<file path="src/rtl/ttt_win_scanner.sv">
// Sequential N x N win scanner: evaluates one K-long window (row, col, dir) per clock.
// Optional EARLY_EXIT_EN: stop on the first winning window instead of a full scan.
module ttt_win_scanner #(
  parameter int N = 3,
  parameter int K = N
) (
  input  logic             clk,
  input  logic             rst,
  input  logic             start,
  input  logic [N*N-1:0]   val,
  input  logic [N*N-1:0]   sym,
  output logic             busy,
  output logic             done,
  output logic [1:0]       gs,
  output logic             full
);

  localparam int CW = (N > 1) ? $clog2(N) : 1;
  localparam int IW = $clog2(N*N);
  localparam logic [CW-1:0] LASTC = CW'(N-1);

  typedef enum logic [1:0] {IDLE, SCAN, DONE} state_t;

  state_t          state;
  logic [N*N-1:0]  val_s;
  logic [N*N-1:0]  sym_s;
  logic [CW-1:0]   row;
  logic [CW-1:0]   col;
  logic [1:0]      dir;
  logic            xw;
  logic            ow;

  logic            fits;
  logic            allx;
  logic            allo;
  logic            last;
  logic            stop;
  logic [IW-1:0]   idx;
  int              ri;
  int              ci;
  int              dr;
  int              dc;

  // Candidate window evaluation: dir selects the step (dr, dc) and the fit rule.
  always_comb begin
    ri   = int'(row);
    ci   = int'(col);
    dr   = 1;
    dc   = 0;
    fits = 1'b0;
    case (dir)
      2'd0: begin dr = 0; dc = 1;  fits = (ci + K <= N); end
      2'd1: begin dr = 1; dc = 0;  fits = (ri + K <= N); end
      2'd2: begin dr = 1; dc = 1;  fits = (ri + K <= N) && (ci + K <= N); end
      default: begin dr = 1; dc = -1; fits = (ri + K <= N) && (ci >= K - 1); end
    endcase
    allx = fits;
    allo = fits;
    idx  = '0;
    for (int i = 0; i < K; i++) begin
      idx  = fits ? IW'((ri + i*dr)*N + ci + i*dc) : '0;
      allx = allx & val_s[idx] & sym_s[idx];
      allo = allo & val_s[idx] & ~sym_s[idx];
    end
  end

  assign last = (row == LASTC) && (col == LASTC) && (dir == 2'd3);
`ifdef EARLY_EXIT_EN
  assign stop = last | allx | allo;
`else
  assign stop = last;
`endif

  always_ff @(posedge clk or posedge rst) begin
    if (rst) begin
      state <= IDLE;
      busy  <= 1'b0;
      done  <= 1'b0;
      gs    <= 2'b00;
      full  <= 1'b0;
      val_s <= '0;
      sym_s <= '0;
      row   <= '0;
      col   <= '0;
      dir   <= '0;
      xw    <= 1'b0;
      ow    <= 1'b0;
    end else begin
      done <= 1'b0;
      case (state)
        IDLE: begin
          if (start) begin
            val_s <= val;
            sym_s <= sym;
            xw    <= 1'b0;
            ow    <= 1'b0;
            row   <= '0;
            col   <= '0;
            dir   <= '0;
            busy  <= 1'b1;
            state <= SCAN;
          end
        end
        SCAN: begin
          if (allx) xw <= 1'b1;
          if (allo) ow <= 1'b1;
          if (stop) begin
            state <= DONE;
          end else if (dir == 2'd3) begin
            dir <= 2'd0;
            if (col == LASTC) begin
              col <= '0;
              row <= row + 1'b1;
            end else begin
              col <= col + 1'b1;
            end
          end else begin
            dir <= dir + 1'b1;
          end
        end
        DONE: begin
          gs    <= {ow, xw};
          full  <= &val_s;
          done  <= 1'b1;
          busy  <= 1'b0;
          state <= IDLE;
        end
        default: state <= IDLE;
      endcase
    end
  end

endmodule

</file>
<file path="config.mk">
export PLATFORM = sky130hd
export DESIGN_NAME = ttt_win_scanner
export DESIGN_NICKNAME = d
export VERILOG_FILES = /design/src/rtl/ttt_win_scanner.sv
export SDC_FILE = /design/constraint.sdc
export NUM_CORES = 1
export LEC_CHECK = 0
export BUFFER_PORTS_ARGS = -buffer_cell sky130_fd_sc_hd__buf_2
export CORE_MARGIN = 2
export CORE_UTILIZATION = 55
export DETAILED_ROUTE_END_ITERATION = 10
export HOLD_SLACK_MARGIN = 0.02
export PLACE_DENSITY = 0.81
export SLEW_MARGIN = 20
export SYNTH_ARGS = -nofsm -noshare
export SYNTH_HDL_FRONTEND = slang
export SYNTH_SLANG_ARGS = --single-unit
</file>
<file path="constraint.sdc">
create_clock -name clk -period 4.8 [get_ports clk]
set_input_delay 0.96 -clock clk [delete_from_list [all_inputs] [get_ports clk]]
set_output_delay 0.96 -clock clk [all_outputs]
set_load 0.1 [all_outputs]
</file>
Yosys cells after proc, flatten, opt, wreduce, memory -nomap -nowiden
Cells that the tools add are included.

operators by class
  bitwise logic cells = 14
  $lt $le $gt $ge = 6
  $add $sub $neg = 12
  multiply operators = 3
  reduce and logical (&&, ||, !) cells = 18
  muxes and demuxes = 41
  equal/unequal tests = 14

operators by type and width
  cell                    number
  $add A3 B32 Y32         2
  $mul A32 B3 Y4 const B  2
  $bmux W1 S4             6
  $mux W2                 11
  $pmux W2 S2             4
  $lt A4 B5 Y1 const B    3
  $ne A2 B2 Y1 const B    7
  $mux W1                 12
  $mux W4                 3
  $and A1 B1 Y1           11
  $eq A2 B2 Y1 const B    5
  $reduce_and A3 Y1       3
  $reduce_and A9 Y1       1
  $add A4 B3 Y4           2
  $add A4 B4 Y4           2
  $pmux W4 S2             1
  $add A2 B1 Y2 const B   3
  $add A2 B2 Y3 const B   2
  $le A3 B2 Y1 const B    2
  $pmux W1 S2             3
  $reduce_and A2 Y1       3
  $reduce_and A5 Y1       1
  $add A4 B2 Y4           1
  $eq A2 B1 Y1 const B    2
  9 further kinds         16

word-level totals
  input bits = 21
  bits in registers = 33

Longest topological paths before layout
  word-level depth = 15
  depth in mapped cells = 16
  mapped depth without buffers = 15

Least setup slack after synthesis
OpenSTA, ideal clock, no wires.

  kind = reg-to-reg
  start = reg dir[0]
  end = reg ow
  data arrival time = 4.026 ns
  path buffers = 0
  setup slack = 0.678 ns
  library setup time = 0.095 ns
  stages on the path, launching flop included = 16
  required time = 4.705 ns
  cell sequence = dfrtp_1 -> inv_1 -> ha_1 -> inv_1 -> ha_1 -> inv_1 -> fa_1 -> nor2b_1 -> or2_2 -> fa_1 -> mux2_2 -> or3_1 -> a41oi_1 -> o21ai_0 -> mux2_2 -> o31ai_1

between the ends
  longest elaborated chain between the ends = 15
  elaborated cells between the ends (all ways) = 41
  classes of those cells = add/sub: 6; mul: 2; eq/ne: 3; mux: 18; bitwise: 9; reduce/logical: 3

RTL lines
  what                                                line  source
  start, declared                                     29    logic [1:0] dir;
  start signal, assigned                              118   dir <= dir + 1'b1;
  $logic_not A2 Y1                                    51    case (dir)
  $mux W1                                             51
  $add A3 B32 Y32                                     61    idx = fits ? IW'((ri + i*dr)*N + ci + i*dc) : '0;
  $mul A32 B3 Y4                                      61
  $add A4 B3 Y4                                       61
  $add A4 B4 Y4                                       61
  $mux W4                                             61
  $bmux W1 S4                                         63    allo = allo & val_s[idx] & ~sym_s[idx];
  $mux W1 (implied by the code)                       63
  $and A1 B1 Y1 / $not A1 Y1 (equally long branches)  63
  $and A1 B1 Y1 (2 in series)                         63
  $and A1 B1 Y1 *                                     63
  $ne A2 B2 Y1 (no source line) *                     --
  $reduce_and A3 Y1 (no source line) *                --
  end signal, assigned                                87    ow <= 1'b0;
  end signal, assigned                                96    ow <= 1'b0;
  end signal, assigned                                106   if (allo) ow <= 1'b1;
  end, declared                                       31    logic ow;

Every way passes the cells marked *; elsewhere a longest branch is shown, timed or not. The select of a mux whose other input is x is not followed.
A chain may end at the register's enable or synchronous reset.

Final worst setup path
Ends and elaborated chain as after synthesis.

==> impl_metrics.toml <==
[outcome]
outcome = "finished clean"

[synthesis]
ys_types = 51
syn_avg_cell_area_um2 = 10.82
yosysMostFrequentCell = "dfrtp_1"
synth_top_area_frac = 0.3090
netlist_top_cells_count = "33 x dfrtp_1, 22 x ha_1, 22 x mux2_2"
synthSimpleGateAreaFrac = 0.1344
synth_mux_area_frac = 0.1779
yosysWarnings = 0
synth-edff-count = 0
synth.area.top_cells = "dfrtp_1 31%, ha_1 10%, mux2_2 9.3%"
yosysTopAreaCell = "dfrtp_1"
syn_inst = 247
syn_nets = 300
seq_area_frac_synth = 0.3090
synth_compound_area_frac = 0.1250
synth_top_family_by_area = "adder cells"
synthArstFlopShare = 1.000
synth-adder-area-share = 0.1779
syn_area_um2 = 2673
synthXorXnorAreaFrac = 0.03652
yosys_register_bits = 33
synthFlopType = "dfrtp_1"

[clock_tree]
root_buffer = "clkbuf_8"
clk_pin_slew_worst_paths_ns = 0.07
numClockSinks = 33
cts_resized = 0
cts_tree = "done"
cts_buffer_depth = 2
insertion_delay_ns = 0.29
cts_inserted_buffers = 5
cts_setup_buffers = 0
cts_hold_buf = 0
htree_levels = 2

[placed_design]
io_buffers = 25
place.gp.congestion = 0.9287
placed_cell_area_um2 = 2867
hpwl_um = 4562

[sta]
rsz0062_at_grt = "no"
finalMaxSlewViolations = 0
min_period_over_period = 0.9387
setup_tns_ns = 0
max_freq_ghz = 0.2219
fin_crit_ns = 4.506
setup_viol = 0
skew_ns = 0.006693
worstMarginPinSlew_ns = 0.8786
slew_headroom = 0.4143
finalHoldViolations = 0

[route]
viasPerCell = 6.515
first_pass_iters = 5
wl_um = 6091
drcViolationCount = 0
vias = 2150
initialDrtViolationCount = 120
wl_per_cell_um = 18.46
ant_nets = 0

[global_routing]
grt_usage = 0.2452
antenna_found_initial = 0
overflow = 0
grt_start_max_net_pins = 34
grt_pass1_vias = 2055
grt_pass1_wl_um = 10080

[job]
drv_cap = 0

[worst_hold_path]
hp-class = "reg2reg"

[die]
die_h_um = 73.71
coreArea_um2 = 4692
die_x_um = 73.71
start_util = 0.5696
ios = 26
die_area_um2 = 5433
placementRows = 25

[finish]
post-route-util = 0.6357
diodes = 0
area_growth_pct = 11.61
finalInstanceArea_um2 = 2983
drive_gt1_frac = 0.2536
nNetsFinal = 328

[setup_path]
end_kind = "register"
worstSetupStartpointType = "register"
cp.arrival_ns = 4.68
crit_type = "reg2reg"
required_ns = 4.98
path_max_fanout = 6
==> registers in the layout (all words and copies together), names as in the netlist, 2 cells and up <==
| signal | cells |
|---|---|
| col | 2 |
| row | 2 |
| val_s | 9 |
| sym_s | 9 |
| dir | 2 |
| gs | 2 |
| state | 2 |
==> final timing paths <==
| path | from | endpoint | slack, ns | depth (start not counted) |
|---|---|---|---|---|
| max | dir[0] | ow | 0.29 | 15 |
| max reg2reg | dir[0] | ow | 0.29 | 15 |
| min | busy | busy | 0.47 | 1 |
| max in group asynchronous | rst | sym_s[2] | 3.74 | 3 |
| min reg2reg | busy | busy | 0.47 | 1 |
| min in group asynchronous | rst | val_s[5] | 0.75 | 3 |
==> cell usage in the layout, fill, tap and decap left out, types with 2 or more instances in the layout <==
cell type | synthesis | final
xnor2_1 | 4 | 4
a21oi_1 | 6 | 6
a31oi_1 | 3 | 3
inv_1 | 19 | 19
buf_4 | 0 | 4
and2_1 | 2 | 2
ha_1 | 22 | 22
nand4_1 | 4 | 4
xor2_1 | 2 | 2
nand3_1 | 3 | 3
o21ai_0 | 9 | 9
mux2_2 | 22 | 22
dfrtp_1 | 33 | 33
nor3b_1 | 9 | 8
nor2b_1 | 2 | 2
o41ai_1 | 2 | 2
mux4_2 | 7 | 7
nor3_1 | 6 | 6
o2111ai_1 | 2 | 2
fa_1 | 10 | 10
nand2b_1 | 3 | 3
buf_2 | 3 | 25
a221o_1 | 2 | 2
o21bai_1 | 2 | 2
clkbuf_8 | 0 | 6
mux2i_1 | 7 | 7
a21o_1 | 2 | 2
xnor3_1 | 2 | 2
o31ai_1 | 4 | 4
or3_1 | 3 | 3
nor2_1 | 8 | 8
nand2_1 | 15 | 15
a211oi_1 | 4 | 4
or2_2 | 2 | 2
==> stage by stage <==
| step | worst slack [ns] | hold WS (ns) | std cells |
|---|---|---|---|
| after CTS | 0.3114 | 0.4754 | 330 |
| after global placement | 0.6151 | 0.4554 | 322 |
| after detailed placement | 0.3345 | 0.4607 | 322 |
| final | 0.2940 | 0.4719 | 330 |
| after global routing | 0.04321 | 0.4963 | 330 |
| after floorplan | 0.6781 | 0.4520 | 247 |
==> layout make-up <==
cell class	instances	area, um^2
clock buffers	7	86.33
clock inverters	1	30.03
fillers	386	1709
inverters	19	71.32
multi-input cells	187	1747
flip-flops and latches	33	825.8
well taps	54	67.56
repair buffers	29	155.1
==> critical path: stages, from the launching register on <==
cell     delay, ns
dfrtp_1       0.44
inv_1         0.17
ha_1          0.29
inv_1         0.11
ha_1          0.35
inv_1         0.07
fa_1          0.51
nor2b_1       0.18
or2_2         0.29
fa_1          0.52
mux2_2        0.34
or3_1         0.31
a41oi_1       0.16
o21ai_0       0.13
mux2_2        0.28
o31ai_1       0.26
==> routing by layer <==
metal	routed length, um	track usage	part of all wire
met5	0	0	0
met4	179	0.06869	0.029
met3	474	0.05487	0.078
met2	2894	0.3879	0.48
met1	2542	0.3405	0.42
==> cell families (layout without fill, tap and decap cells) <==
group           Yosys count  after routing
fa+ha+maj                32             32
compound gates           47             47
buf+inv                  27             56
flops                    33             33
xor+xnor                  8              8
mux                      36             36
simple gates             64             64
Power is not shown: default switching activity piles up to over one toggle a cycle in this logic, so the estimate is an artifact.
